File: config.mk
export PLATFORM = sky130hd
export DESIGN_NAME = uart_byte_rx
export DESIGN_NICKNAME = d
export VERILOG_FILES = /design/src/rtl/uart_byte_rx.sv
export SDC_FILE = /design/constraint.sdc
export NUM_CORES = 1
export LEC_CHECK = 0
export BUFFER_PORTS_ARGS = -buffer_cell sky130_fd_sc_hd__buf_2
export CORE_MARGIN = 8
export CORE_UTILIZATION = 55
export CTS_CLUSTER_DIAMETER = 50
export DETAILED_ROUTE_END_ITERATION = 10
export PLACE_DENSITY = 0.73
export SETUP_SLACK_MARGIN = 0.15
export SYNTH_ARGS = -nofsm -noshare
export SYNTH_HDL_FRONTEND = slang
export SYNTH_SLANG_ARGS = --single-unit
File: constraint.sdc
create_clock -name clk -period 1.9 [get_ports clk]
set_input_delay 0.095 -clock clk [delete_from_list [all_inputs] [get_ports clk]]
set_output_delay 0.095 -clock clk [all_outputs]
set_load 0.02 [all_outputs]
File: src/rtl/uart_byte_rx.sv
// rtl/uart_byte_rx.sv - 8N1 UART byte receiver with one-byte holding register
// Oversamples the synchronized line and samples each bit on the last cycle of its window.
module uart_byte_rx #(
    parameter int CLKS_PER_BIT = 8
) (
    input  logic       clk,
    input  logic       rst,
    input  logic       rx,
    input  logic       rd_en,
    output logic [7:0] rx_data,
    output logic       rx_valid,
    output logic       frame_err,
    output logic       overrun
);

    localparam int CW = $clog2(CLKS_PER_BIT);

    typedef enum logic [2:0] {
        IDLE,
        START,
        DATA,
        STOP,
        BREAK
    } state_t;

    state_t        r_state;
    logic          r_sync1;
    logic          r_rx_s;
    logic [CW-1:0] r_cnt;
    logic [2:0]    r_bit_idx;
    logic [7:0]    r_shift;
    logic [7:0]    r_data;
    logic          r_valid;
    logic          r_frame_err;
    logic          r_overrun;

    logic          w_last_bit;
    logic          w_last_half;
    logic [CW-1:0] w_cnt_next;
    logic          w_done;
    logic          w_pop;

    assign w_last_bit  = (r_cnt == CW'(CLKS_PER_BIT - 1));
    assign w_last_half = (r_cnt == CW'(CLKS_PER_BIT / 2 - 1));
    assign w_cnt_next  = w_last_bit ? '0 : r_cnt + CW'(1);
    assign w_done      = (r_state == STOP) && w_last_bit && r_rx_s;
    assign w_pop       = rd_en && r_valid;

    always_ff @(posedge clk) begin
        if (rst) begin
            r_state     <= IDLE;
            r_sync1     <= 1'b1;
            r_rx_s      <= 1'b1;
            r_cnt       <= '0;
            r_bit_idx   <= 3'd0;
            r_shift     <= 8'h00;
            r_data      <= 8'h00;
            r_valid     <= 1'b0;
            r_frame_err <= 1'b0;
            r_overrun   <= 1'b0;
        end else begin
            r_sync1     <= rx;
            r_rx_s      <= r_sync1;
            r_frame_err <= 1'b0;

            case (r_state)
                IDLE: begin
                    r_cnt <= '0;
                    if (!r_rx_s) begin
                        r_state   <= START;
                        r_bit_idx <= 3'd0;
                    end
                end
                START: begin
                    r_cnt <= r_cnt + CW'(1);
                    // Half-bit check re-centres sampling and rejects short glitches
                    if (w_last_half) begin
                        r_cnt   <= '0;
                        r_state <= r_rx_s ? IDLE : DATA;
                    end
                end
                DATA: begin
                    r_cnt <= w_cnt_next;
                    if (w_last_bit) begin
                        r_shift   <= {r_rx_s, r_shift[7:1]};
                        r_bit_idx <= r_bit_idx + 3'd1;
                        if (r_bit_idx == 3'd7) begin
                            r_state <= STOP;
                        end
                    end
                end
                STOP: begin
                    r_cnt <= w_cnt_next;
                    if (w_last_bit) begin
                        if (r_rx_s) begin
                            r_state <= IDLE;
                        end else begin
                            r_state     <= BREAK;
                            r_frame_err <= 1'b1;
                        end
                    end
                end
                BREAK: begin
                    r_cnt <= '0;
                    if (r_rx_s) begin
                        r_state <= IDLE;
                    end
                end
                default: begin
                    r_state <= IDLE;
                    r_cnt   <= '0;
                end
            endcase

            // A pop in the completion cycle frees the slot for the incoming byte
            if (w_done && (!r_valid || w_pop)) begin
                r_data  <= r_shift;
                r_valid <= 1'b1;
            end else if (w_done) begin
                r_overrun <= 1'b1;
            end else if (w_pop) begin
                r_valid   <= 1'b0;
                r_overrun <= 1'b0;
            end
        end
    end

    assign rx_data   = r_data;
    assign rx_valid  = r_valid;
    assign frame_err = r_frame_err;
    assign overrun   = r_overrun;

endmodule
Word level (Yosys, flattened, before mapping)
Index checks and enable logic that the tools add are counted.
{ "totals": {"regBits": 30, "word_cells": 66} }
{ "op_classes": {"addsub": 2, "n_eq_ne": 14, "n_mux": 20, "bitwise": 3, "reduce_logical": 17} }
{ "ops": {"columns": ["cell", "count"], "rows": [
  ["$mux 3", 11],
  ["$pmux 3 s5", 1],
  ["$ne 2x2->1 const B", 6],
  ["$pmux 3 s2", 2],
  ["$eq 3x2->1 const B", 3],
  ["$eq 3x3->1 const B", 3],
  ["$add 3x1->3 const B", 2],
  ["$reduce_and 2->1", 3],
  ["$reduce_and 6->1", 1],
  ["$reduce_bool 2->1", 3],
  ["$mux 1", 5],
  ["$logic_and 1x1->1", 4],
  ["$eq 3x1->1 const B", 1],
  ["$logic_not 3->1", 1],
  ["$not 1->1", 3],
  ["$reduce_and 3->1", 1],
  ["$reduce_or 3->1", 1],
  ["$mux 2", 1],
  ["$ne 2x1->1 const B", 1],
  ["$reduce_or 2->1", 1],
  ["$logic_not 1->1", 1],
  ["$logic_or 1x1->1", 1]
]} }

Longest topological paths before layout
{ "depth": {"ltp_word": 6, "ltp_mapped": 6} }

Least setup slack after synthesis
OpenSTA, ideal clock, no wires.
{ "synth_path": {"path_kind": "flip-flop to flip-flop", "start": "register r_cnt[0]", "end": "register r_state[0]", "setup_ns": 0.121, "t_arrival_ns": 1.516, "required_ns": 1.779, "setup_slack_ns": 0.263, "path_stages_with_launch": 5, "synth_period_minus_slack_ns": 1.637, "path_cell_list": "dfxtp_1 ha_1 and3_2 o31ai_1 mux2_2"} }
{ "synth_via": {"elab_chain_cells": 3} }
{ "synth_rtl": {"columns": ["item", "line", "source"], "rows": [
  ["from (decl)", "29", "logic [CW-1:0] r_cnt;"],
  ["from (signal assigned)", "75", "r_cnt <= r_cnt + CW'(1);"],
  ["from (signal assigned)", "83", "r_cnt <= w_cnt_next;"],
  ["from (signal assigned)", "93", "r_cnt <= w_cnt_next;"],
  ["$eq 3x2->1 / $eq 3x3->1 (equally long branches)", "44, 43", null],
  ["$ne 2x2->1 (no source line)", null, null],
  ["$reduce_and 6->1 (no source line) *", null, null],
  ["to (signal assigned)", "79", "r_state <= r_rx_s ? IDLE : DATA;"],
  ["to (decl)", "26", "state_t r_state;"]
]} }
Every way passes the cells marked *; elsewhere a longest branch is shown, timed or not.
A chain may end at the register's enable or synchronous reset.

Final worst setup path
Same ends and word-level chain as after synthesis.

==> summary.md <==
| Metric | Value |
|---|---|
| Seq cells post-synth | `30` |
| DRT iter0 DRCs | `22` |
| Die Ht | `63.8 um` |
| Crit path DAT | `around 1900 ps` |
| Cell area power density | `889 nW/um^2` |
| EDFF count, synth | `0` |
| Routed vias/inst | `approximately 5.1` |
| Initial antenna violation count | `0` |
| Routed WL per cell | `~12 um` |
| Leak | `0.000551 uW` |
| Root Buffer | `clkbuf_4` |
| Share of layout cells above drive strength 1 | `20.8%` |
| DP Wirelength | `1580 um` |
| Worst vdd ir | `0.669 mV` |
| Layout area overhead | `14.0%` |
| Area of the mapped netlist | `approximately 1300 um^2` |
| GRT overflow | `0` |
| Area of the multi-input gates | `between 600 and 700 um^2` |
| IO Port Bufs | `14` |
| Post-synth top flop | `dfxtp_1` |
| Starting Density | `around 57%` |
| Setup TNS | `0 ps` |
| Fin Clk Skew | `roughly 4.2 ps` |
| Synthesized Nets | `144` |
| Ys async rst share | `0%` |
| TritonCTS clock tree | `done` |
| Worst min path class | `in2reg` |
| Nets | `~160` |
| Final setup viols | `0` |
| Tmin final | `1630 ps` |
| Sequential area share after synthesis | `47.9%` |
| Number of antenna-violating nets in the routed design | `0` |
| Largest net degree at the start of global routing | `33` |
| Final Hold Viols | `0` |
| Top cells by area, synth | `dfxtp_1, mux2i_1, nand2_1` |
| Placed cells | `~170` |
| Max-slew violations | `0` |
| Row Count | `17` |
| FF/Latch Area | `approximately 600 um^2` |
| CTS Sinks | `30` |
| Final wirelength | `between 2000 and 2500 um` |
| Core area | `between 2000 and 2500 um^2` |
| RSZ-0062 raised after global routing | `no` |
| Syn Area/Cell | `9.30 um^2` |
| Top-area cell type share of the netlist area | `between 40 and 50%` |
| Total clock buffers created by CTS | `5` |
| Non-Filler Instances | `around 180` |
| Most frequent cells in the layout | `dfxtp_1, nand2_1, nor2_1` |
| Fillers | `approximately 190` |
| Vias in the first global route | `roughly 900` |
| Vias | `a little over 900` |
| H-tree depth | `2` |
| Max Clk Rate | `0.612 GHz` |
| WS Path Type | `reg2reg` |
| Fin crit share | `between 80% and 90%` |
| Critical Path End Type | `flop` |
| Number of distinct library cells after synthesis | `29` |
| Run status | `completed` |
| Clock slew at reported path FFs | `approximately 90 ps` |
| Worst-Skew Late Latency | `320 ps` |
| Final RePlAce weighted congestion | `roughly 0.75` |
| First-pass GRT wire length | `just under 4000 um` |
| # diodes | `0` |
| Remaining DRCs | `0` |
| Most common cell after layout, fill and taps aside | `dfxtp_1` |
| Critical path launch point type | `flop` |
| DIE AREA | `about 4100 um^2` |
| First-pass DRT Iterations | `4` |
| Cells after Synth | `around 140` |
| GRT Util Overall | `12.2%` |
| Post-synth top area cell | `dfxtp_1` |
| Worst Tran Pin Value | `around 510 ps` |
| Clock buffer depth | `2` |
| Critical Path RT | `approximately 2100 ps` |
| Crit path max fanout | `3` |
| I/O pins | `15` |
| Max cap viols | `0` |
| Yosys warns | `0` |
| Slew margin rel. | `between 60% and 70%` |
| Horiz. Die Dim | `around 64 um` |
## report_power, final
part | internal (uW) | switching [uW]
clock network | 279 | 205
registers | 645 | 27.3
logic | 53.9 | 61.3
## layout make-up
cell class                 instances  share of cell area, %
multi-input combinational         95                   42.1
sequential                        30                   42.0
timing repair buffer              18                   7.44
clock buffer                       7                   3.15
tap                               28                   2.45
clock inverter                     1                   2.10
inverter                           3                  0.787
## worst max-delay path, cell delays in order, from the launching register on
cell     delay (ps)
dfxtp_1         330
ha_1            240
and3_2          240
o31ai_1         350
mux2_2          370
## through the flow
| step | utilization, % | power, uW | area [um^2] | hold slack, ps | setup WS [ps] |
|---|---|---|---|---|---|
| floorplan | - | 777 | 1250 | 199 | 263 |
| global route | 65.3 | 1340 | 1430 | 58.0 | 151 |
| global placement | 61.2 | 796 | 1340 | 280 | 332 |
| CTS | 65.1 | 1280 | 1430 | 55.0 | 255 |
| finish | 65.3 | 1270 | 1430 | 77.1 | 265 |
| detailed placement | 61.2 | 799 | 1340 | 281 | 260 |
## worst paths after layout
| check | slack [ps] | to | start | cells after the start |
|---|---|---|---|---|
| worst min register to register | 410 | r_rx_s | r_sync1 | 1 |
| worst min-delay path | 80 | overrun | rd_en | 3 |
| worst max register to register | 270 | r_state[0] | r_cnt[0] | 4 |
| worst max-delay path | 270 | r_state[0] | r_cnt[0] | 4 |
## cell families after synthesis
| logic type | share of synthesized area, % |
|---|---|
| muxes | 10.6 |
| AOI/OAI and AO/OA | 8.48 |
| DFF | 47.9 |
| and+or+nand+nor | 23.2 |
| xor gates and xnor gates | 0.698 |
| adders and majority gates | 4.99 |
| buffers and inverters | 4.19 |
## state kept, by name, indices dropped and copies added, names as in the netlist
name       cells
r_cnt          3
r_sync1        1
rx_valid       1
r_shift        8
frame_err      1
overrun        1
r_rx_s         1
rx_data        8
r_state        3
r_bit_idx      3
## synthesized netlist by cell type (2+ instances only)
| master | number |
|---|---|
| nand2b_1 | 2 |
| a22oi_1 | 2 |
| mux2_2 | 2 |
| or2_2 | 3 |
| nand2_1 | 21 |
| nor3_1 | 5 |
| a21oi_1 | 10 |
| mux2i_1 | 11 |
| dfxtp_1 | 30 |
| clkbuf_1 | 4 |
| inv_1 | 3 |
| buf_4 | 2 |
| nor2_1 | 17 |
| ha_1 | 5 |
| o21ai_0 | 4 |
## layer usage
layer	part of all wire (%)	GRT usage, %
met3	6.3	6.97
met2	45	19.4
met5	0	0
met1	46	12.6
met4	1.9	6.41
## repair_timing
action	in CTS	in global routing
hold buffers	1	0
setup endpoints to repair	0	3
hold endpoints to repair	1	0
setup buffers	0	0
resized for setup	0	1
Note: power is estimated with default switching activity, not from simulation.
